### src/rtl/branch_resolve_unit.sv
// Branch resolve unit: in-order queue of in-flight branch predictions, matched
// against execute outcomes to produce branch history table updates and a
// mispredict redirect that flushes all younger in-flight branches.
// Optional build macro BRANCH_RESOLVE_STATS_EN adds saturating resolve and
// mispredict counters (stat_resolved, stat_mispred).
module branch_resolve_unit #(
  parameter int unsigned DEPTH = 4,
  parameter int unsigned IDX_W = 5,
  parameter int unsigned PC_W  = 32
) (
  input  logic                     clk,
  input  logic                     arst_n,
  input  logic                     push_valid,
  input  logic [IDX_W-1:0]         push_idx,
  input  logic                     push_pred,
  input  logic [PC_W-1:0]          push_alt_pc,
  output logic                     push_ready,
  input  logic                     res_valid,
  input  logic                     res_taken,
  output logic                     upd_valid,
  output logic [IDX_W-1:0]         upd_idx,
  output logic                     upd_taken,
  output logic                     mispredict,
  output logic [PC_W-1:0]          redirect_pc,
`ifdef BRANCH_RESOLVE_STATS_EN
  output logic [15:0]              stat_resolved,
  output logic [15:0]              stat_mispred,
`endif
  output logic [$clog2(DEPTH):0]   count
);

  localparam int unsigned PTR_W = $clog2(DEPTH);
  localparam int unsigned CNT_W = PTR_W + 1;

  typedef struct packed {
    logic [IDX_W-1:0] idx;
    logic             pred;
    logic [PC_W-1:0]  alt_pc;
  } entry_t;

  entry_t             mem [DEPTH];
  logic [PTR_W-1:0]   wr_ptr, rd_ptr, wr_ptr_d, rd_ptr_d;
  logic [CNT_W-1:0]   count_d;
  logic               push_acc, res_acc, mis, do_write;
  entry_t             head;

  // Accept/flush decisions and next pointer/count state
  always_comb begin
    push_acc = push_valid && (count != CNT_W'(DEPTH));
    res_acc  = res_valid && (count != '0);
    head     = mem[rd_ptr];
    mis      = res_acc && (res_taken != head.pred);
    wr_ptr_d = wr_ptr;
    rd_ptr_d = rd_ptr;
    count_d  = count;
    do_write = 1'b0;
    if (mis) begin
      // Wrong-path entries and any same-cycle push are dropped
      rd_ptr_d = wr_ptr;
      count_d  = '0;
    end else begin
      if (push_acc) begin
        do_write = 1'b1;
        wr_ptr_d = wr_ptr + PTR_W'(1);
      end
      if (res_acc) begin
        rd_ptr_d = rd_ptr + PTR_W'(1);
      end
      count_d = count + CNT_W'(push_acc) - CNT_W'(res_acc);
    end
  end

  // FIFO pointers, occupancy and entry storage
  always_ff @(posedge clk or negedge arst_n) begin
    if (!arst_n) begin
      wr_ptr     <= '0;
      rd_ptr     <= '0;
      count      <= '0;
      push_ready <= 1'b1;
      for (int i = 0; i < DEPTH; i++) begin
        mem[i] <= '0;
      end
    end else begin
      wr_ptr     <= wr_ptr_d;
      rd_ptr     <= rd_ptr_d;
      count      <= count_d;
      push_ready <= (count_d != CNT_W'(DEPTH));
      if (do_write) begin
        mem[wr_ptr] <= '{idx: push_idx, pred: push_pred, alt_pc: push_alt_pc};
      end
    end
  end

  // Registered table update and redirect outputs
  always_ff @(posedge clk or negedge arst_n) begin
    if (!arst_n) begin
      upd_valid   <= 1'b0;
      upd_idx     <= '0;
      upd_taken   <= 1'b0;
      mispredict  <= 1'b0;
      redirect_pc <= '0;
    end else begin
      upd_valid  <= res_acc;
      mispredict <= mis;
      if (res_acc) begin
        upd_idx   <= head.idx;
        upd_taken <= res_taken;
      end
      if (mis) begin
        redirect_pc <= head.alt_pc;
      end
    end
  end

`ifdef BRANCH_RESOLVE_STATS_EN
  // Saturating resolve / mispredict counters
  always_ff @(posedge clk or negedge arst_n) begin
    if (!arst_n) begin
      stat_resolved <= '0;
      stat_mispred  <= '0;
    end else begin
      if (res_acc && (stat_resolved != 16'hFFFF)) begin
        stat_resolved <= stat_resolved + 16'd1;
      end
      if (mis && (stat_mispred != 16'hFFFF)) begin
        stat_mispred <= stat_mispred + 16'd1;
      end
    end
  end
`endif

endmodule

### config.mk
export PLATFORM = sky130hd
export DESIGN_NAME = branch_resolve_unit
export DESIGN_NICKNAME = d
export VERILOG_FILES = /design/src/rtl/branch_resolve_unit.sv
export SDC_FILE = /design/constraint.sdc
export NUM_CORES = 1
export LEC_CHECK = 0
export ABC_CLOCK_PERIOD_IN_PS = 2800
export BUFFER_PORTS_ARGS = -buffer_cell sky130_fd_sc_hd__buf_4
export CORE_ASPECT_RATIO = 0.8
export CORE_UTILIZATION = 59
export DETAILED_ROUTE_END_ITERATION = 10
export PLACE_DENSITY = 0.8
export SETUP_SLACK_MARGIN = 0.05
export SLEW_MARGIN = 20
export SYNTH_ARGS = -nofsm -noshare
export SYNTH_HDL_FRONTEND = slang
export SYNTH_SLANG_ARGS = --single-unit
### constraint.sdc
create_clock -name clk -period 2.8 [get_ports clk]
set_clock_uncertainty 0.05 [all_clocks]
set_input_delay 0.56 -clock clk [delete_from_list [all_inputs] [get_ports clk]]
set_output_delay 0.56 -clock clk [all_outputs]
set_load 0.05 [all_outputs]
==> results of run 1 <==
-- how the worst max path moves through the flow --
stage / to / startpoint
floorplan: count[2] / count[1]
global placement: count[2] / count[1]
detailed placement: count[2] / count[1]
CTS: count[2] / count[1]
global route: count[2] / count[1]
finish: count[2] / count[1]
-- registers in the layout (all words and copies together), names as in the netlist --
signal       flops
mem            152
redirect_pc     32
upd_idx          5
count            3
rd_ptr           2
wr_ptr           2
mispredict       1
push_ready       1
upd_taken        1
upd_valid        1
-- cell usage in the layout (no fill, tap or decap), types with 2 or more instances in the layout --
master | Yosys | routed
a21oi_4 | 0 | 4
buf_12 | 1 | 8
buf_4 | 1 | 97
clkbuf_1 | 8 | 3
clkbuf_16 | 0 | 17
clkbuf_8 | 0 | 5
clkinv_2 | 0 | 3
dfrtp_1 | 199 | 197
ha_1 | 6 | 6
inv_1 | 6 | 6
mux2_1 | 5 | 5
mux2_2 | 90 | 90
mux2_4 | 90 | 90
mux2i_1 | 2 | 2
mux4_2 | 38 | 38
nand2_1 | 17 | 17
nand3_1 | 5 | 5
nor2_1 | 2 | 2
nor2b_1 | 2 | 2
nor3_1 | 2 | 2
o21ai_0 | 4 | 4
xnor2_1 | 5 | 5
-- metrics by stage --
step	setup slack (ns)	instances	cell area [um2]	hold slack, ns
after floorplan	0.0545	521	9000	0.214
after CTS	0.215	807	10400	0.117
after global placement	0.336	779	9910	0.420
final	0.267	807	10400	0.0960
after global routing	0.0883	807	10400	0.138
after detailed placement	0.206	779	9910	0.424
-- worst reg2reg max path, stage by stage (launching register included) --
cell and delay [ns]:
dfrtp_1 0.45, o31ai_1 0.43, inv_1 0.12, ha_1 0.30, inv_1 0.06, ha_1 0.13
inv_1 0.04, fa_1 0.37, xnor2_1 0.19, xnor2_1 0.16, nor2b_1 0.15
-- cell families (layout without fill, tap and decap cells) --
logic type | count (synthesis) | in the layout
buf+inv | 38 | 140
flops | 200 | 200
simple gates | 32 | 32
mux | 225 | 225
fa+ha+maj | 7 | 7
xor+xnor | 6 | 6
compound gates | 13 | 13
-- layout make-up --
class | instances | area, um2 | share of cell area
inverters | 6 | 22.5 | 0.00216
multi-input cells | 283 | 3740 | 0.358
flip-flops and latches | 200 | 5010 | 0.480
clock buffers | 24 | 492 | 0.0471
repair buffers | 106 | 902 | 0.0864
well taps | 184 | 230 | 0.0220
clock inverters | 4 | 45.0 | 0.00431
-- power breakdown --
part | internal, mW | switching, mW
logic | 3.62 | 3.09
clock network | 1.30 | 1.00
registers | 4.40 | 0.851
-- routing by layer --
layer | up-vias | GRT usage | wire (um)
met5 | - | 0 | 0
met4 | 0 | 0.0799 | 240
met3 | 17 | 0.0606 | 595
met2 | 96 | 0.386 | 8530
met1 | 2539 | 0.340 | 8000
li1 | 2076 | - | -
==> results.yml, run 1 <==
sta:
  post-route-min-period_ns: 2.53
  period_share: 0.905
  setup_viol: 0
  finalHoldViolCount: 0
  fin_tns_setup_ns: 0
  grt_setup_unrepaired: "false"
  fmaxAchievable_mhz: 395
  worst_pin_slew_ns: 0.840
  max-slew-margin-rel: 0.440
  slew_viol_final: 0
global_route:
  grt_pass1_vias: 5298
  grt_max_degree: 76
  grt_antenna_before_repair: 0
  grt.total_usage: 0.246
  grt_overflow: 0
  grt_pass1_wl_um: 29000
finish:
  nets: 664
  final_core_util: 0.716
  fillers: 900
  drive_gt1_frac: 0.576
  area_growth_pct: 16.0
  antenna_cells: 0
placement:
  numPortBuffers: 86
  place.gp.congestion: 0.783
  hpwl_um: 10900
clocking:
  cts_buffer_depth: 2
  ctsResizeCount: 0
  clock_latency_ns: 0.44
  cts_buffers: 17
  htree_levels: 4
  cts_hold_buffers: 0
  cts_setup_buffers: 0
  cts.sinks: 200
  tritoncts: "built"
  clk_pin_slew_ns: 0.06
  root_buffer: "clkbuf_16"
synth:
  syn_avg_cell_area_um2: 17.3
  synth_nets: 571
  syn-cell-area_um2: 9000
  synth_area_leaders: "dfrtp_1 (55%), mux2_4 (15%), mux2_2 (11%), mux4_2 (9.5%), buf_6 (1.8%)"
  synth_top_family_by_area: "multiplexers"
  yosys-top-cells-count: "dfrtp_1 (199), mux2_2 (90), mux2_4 (90)"
  async_reset_ff_frac: 1.00
  ys_ff_latch: 200
  ys_types: 35
  synthCells: 521
  synth-simple-area-share: 0.0168
  synth_compound_area_frac: 0.0104
  yosys_most_used_dff: "dfrtp_1"
  synthXorXnorAreaFrac: 0.00792
  synth_edf_count: 0
  yosysMostFrequentCell: "dfrtp_1"
  synth_top_cell_by_area: "dfrtp_1"
  ys_seq_area_frac: 0.556
  synthAdderAreaFrac: 0.0106
  yosys_warnings: 0
  synth_top_area_share: 0.553
  synthMuxAreaShare: 0.366
critical_path:
  r2r_end: "count[2]"
  crit_cells: 10
  rr_startpoint: "count[1]"
  cp_cell_sequence: "o31ai_1 > inv_1 > ha_1 > inv_1 > ha_1 > inv_1 > fa_1 > xnor2_1 > xnor2_1 > nor2b_1"
  critPathMaxFanout: 5
  critPathLaunchType: "flip-flop"
  endpoint_kind: "flip-flop"
  cpMostUsedCell: "inv_1"
  reg2reg_slack_ns: 0.27
  crit_type: "flip-flop to flip-flop"
  worst_ep_arrival_time_ns: 2.85
  path_buf_inv: 3
  cp_slowest_cell: "dfrtp_1"
  reg2reg_depth: 10
  cp.required_ns: 3.11
  slowest_delay_ns: 0.45
  critPathTopFamily: "adder cells"
floorplan:
  fp-row-count: 39
  die_h_um: 112
  initial_core_util: 0.617
  dieArea_um2: 15800
  fp.dieW_um: 140
  num_io_pins: 87
  coreArea_um2: 14600
job:
  drv_cap: 0
status:
  status: "complete, no violations"
routing:
  drt-pass1-iter-count: 4
  ant_nets: 0
  num_vias: 4728
  via_per_inst: 5.86
  wl_per_cell_um: 21.5
  wirelength_um: 17400
  drt_iter0_drc: 265
  drc_errors: 0
min_path:
  hold_path_class: "input pin to asynchronous set/reset pin"
power_and_ir_drop:
  leakage_nw: 4.66
  total_power_mw: 14.3
  max-vdd-ir-drop_v: 0.000836
  power.density_nw_per_um2: 1360
No activity file was read; power rests on OpenSTA's default activity.
==> inputs of run 2 (changes only) <==
- ABC_AREA: not set -> 1
- CAP_MARGIN: not set -> 20
- CORE_UTILIZATION: 59 -> 60
- RECOVER_POWER: not set -> 50
==> run 2 against run 1 <==
Compared with the run above: power decreased by 2.4%; critical path depth unchanged; combinational power decreased by 5.8%; routed wire length increased by 34%; sequential share of layout area decreased by 0.55 points; worst setup slack improved by 0.071 ns; the flow now finishes with violations (capacitance limit, slew limit); synthesized area increased by 4.4%; worst hold slack improved by 0.26 ns; synthesized cell count increased by 110%; core utilization decreased by 1.9 points; largest power group unchanged; highest routed layer unchanged.
==> results.yml, run 2 <==
status:
  status: "complete, but fails checks"
  violations: "capacitance limit, slew limit"
clocking:
  clk_pin_slew_ns: 0.07
  clock_latency_ns: 0.43
  cts_setup_buffers: 0
  cts_hold_buffers: 0
  ctsResizeCount: 0
  tritoncts: "built"
  htree_levels: 4
  cts_buffers: 17
  cts_buffer_depth: 2
  cts.sinks: 200
  root_buffer: "clkbuf_16"
synth:
  syn_avg_cell_area_um2: 8.61
  ys_seq_area_frac: 0.533
  synth_edf_count: 0
  synth_top_area_share: 0.530
  yosys_most_used_dff: "dfrtp_1"
  synth_nets: 1141
  ys_ff_latch: 200
  synth_top_cell_by_area: "dfrtp_1"
  yosysMostFrequentCell: "nand2_1"
  yosys-top-cells-count: "nand2_1 (457), dfrtp_1 (199), nand4_1 (153)"
  synth_area_leaders: "dfrtp_1 (53%), nand2_1 (18%), nand4_1 (10%), a32o_1 (3.4%), buf_2 (1.9%)"
  ys_types: 25
  async_reset_ff_frac: 1.00
  yosys_warnings: 0
  syn-cell-area_um2: 9400
  synthCells: 1091
critical_path:
  worst_ep_arrival_time_ns: 2.78
  critPathLaunchType: "flip-flop"
  reg2reg_slack_ns: 0.34
  critPathMaxFanout: 4
  endpoint_kind: "flip-flop"
  crit_type: "flip-flop to flip-flop"
  cp.required_ns: 3.12
power_and_ir_drop:
  p_clk_frac: 0.191
  intPower_mw: 7.74
  power.density_nw_per_um2: 1320
  power.switching_mw: 6.17
  power_frac_comb: 0.453
  p_sw_frac: 0.444
  leakage_nw: 5.28
  p_seq_frac: 0.355
  max-vdd-ir-drop_v: 0.000731
global_route:
  busiest_layer: "met2"
  grt_overflow: 0
  met1_usage: 0.431
  met3_usage: 0.0584
  grt_pass1_vias: 7642
  grt_antenna_before_repair: 0
  grt.total_usage: 0.309
  grt_max_degree: 149
  grt_use_met2: 0.491
  grt_pass1_wl_um: 39200
sta:
  fin_tns_setup_ns: 0
  slew_viol_final: 77
  setup_viol: 0
  period_share: 0.879
  finalHoldViolCount: 0
  post-route-min-period_ns: 2.46
  fmaxAchievable_mhz: 406
  grt_setup_unrepaired: "false"
  fin_ws_ns: 0.338
  worst_pin_slew_ns: 2.00
  max-slew-margin-rel: -0.334
  hold-worst-slack_ns: 0.352
finish:
  area_growth_pct: 12.4
  fillers: 1261
  nets: 1172
  top_register: "mem"
  layout_commonest_cell: "nand2_1"
  biggestRegsByFlops: "mem (152), redirect_pc (32), upd_idx (5)"
  drive_gt1_frac: 0.122
  final_cell_mix: "nand2_1 (457), dfrtp_1 (196), nand4_1 (153)"
  antenna_cells: 0
  largest_reg_flops: 152
job:
  drv_cap: 1
floorplan:
  initial_core_util: 0.620
  coreArea_um2: 15200
  fp.dieW_um: 142
  dieArea_um2: 16200
  die_h_um: 114
  fp-row-count: 40
  num_io_pins: 87
placement:
  numPortBuffers: 86
  hpwl_um: 12900
  place_ws_ns: 0.288
  place.gp.congestion: 0.761
routing:
  num_vias: 8050
  drt-pass1-iter-count: 5
  drc_errors: 0
  wl_per_cell_um: 17.3
  drt_iter0_drc: 835
  via_per_inst: 5.99
  ant_nets: 0
  wirelength_um: 23200
min_path:
  hold_path_class: "input pin to flip-flop"
==> run 2: path summary, 6_finish.rpt <==
| path | from | endpoint | cells past startpoint |
|---|---|---|---|
| worst max-delay path | count[1] | count[1] | 10 |
| worst min-delay path | push_alt_pc[1] | mem[1] | 3 |
| worst max register to register | count[1] | count[1] | 10 |
| worst min register to register | mem[33] | mem[33] | 2 |
| max in group asynchronous | arst_n | mem[59] | 2 |
| min in group asynchronous | arst_n | mem[2] | 1 |
==> run 2: cells by family after synthesis <==
group | Yosys count | share of synthesized area
adder cells (fa/ha/maj) | 7 | 0.0101
buffers and inverters | 117 | 0.0678
flip-flops | 200 | 0.533
AO/OA/AOI/OAI | 114 | 0.0802
AND/OR/NAND/NOR | 650 | 0.306
XOR/XNOR | 3 | 0.00280
==> run 2: final cells by class <==
cell class                 count  area (um2)  share of cell area
clock buffer                  24         502              0.0475
clock inverter                 7         139              0.0131
inverter                      17        68.8             0.00652
multi-input combinational    774        3750               0.355
sequential                   200        5010               0.474
tap                          210         263              0.0249
timing repair buffer         112         826              0.0782
==> run 2: metal layers <==
metal	vias to the layer above	routed length [um]
li1	3764	-
met1	3929	10200
met2	327	11100
met3	30	1620
met4	0	332
met5	-	0
==> run 2: critical path, cell delays in order (launching register included) <==
cell and delay (ns):
dfrtp_2 0.44, inv_1 0.09, nand2_1 0.05, o21ai_0 0.41, ha_1 0.33, inv_1 0.06
ha_1 0.13, inv_1 0.05, fa_1 0.44, or2_2 0.30, inv_1 0.05
==> run 2: stage by stage <==
| step | utilization | power [mW] | instances | cell area, um2 |
|---|---|---|---|---|
| after floorplan | - | 9.68 | 1091 | 9400 |
| after global placement | 0.662 | 11.1 | 1313 | 10000 |
| after detailed placement | 0.662 | 11.3 | 1313 | 10000 |
| after CTS | 0.705 | 14.0 | 1344 | 10700 |
| after global routing | 0.697 | 14.9 | 1344 | 10600 |
| final | 0.697 | 13.9 | 1344 | 10600 |
==> run 2: power by group through the flow <==
stage	clock network [mW]	logic (mW)	registers, mW
final	2.66	6.31	4.94
after floorplan	0	3.93	5.75
after CTS	2.68	6.41	4.94
after global routing	2.80	6.97	5.09
after global placement	0	6.23	4.92
after detailed placement	0	6.37	4.96
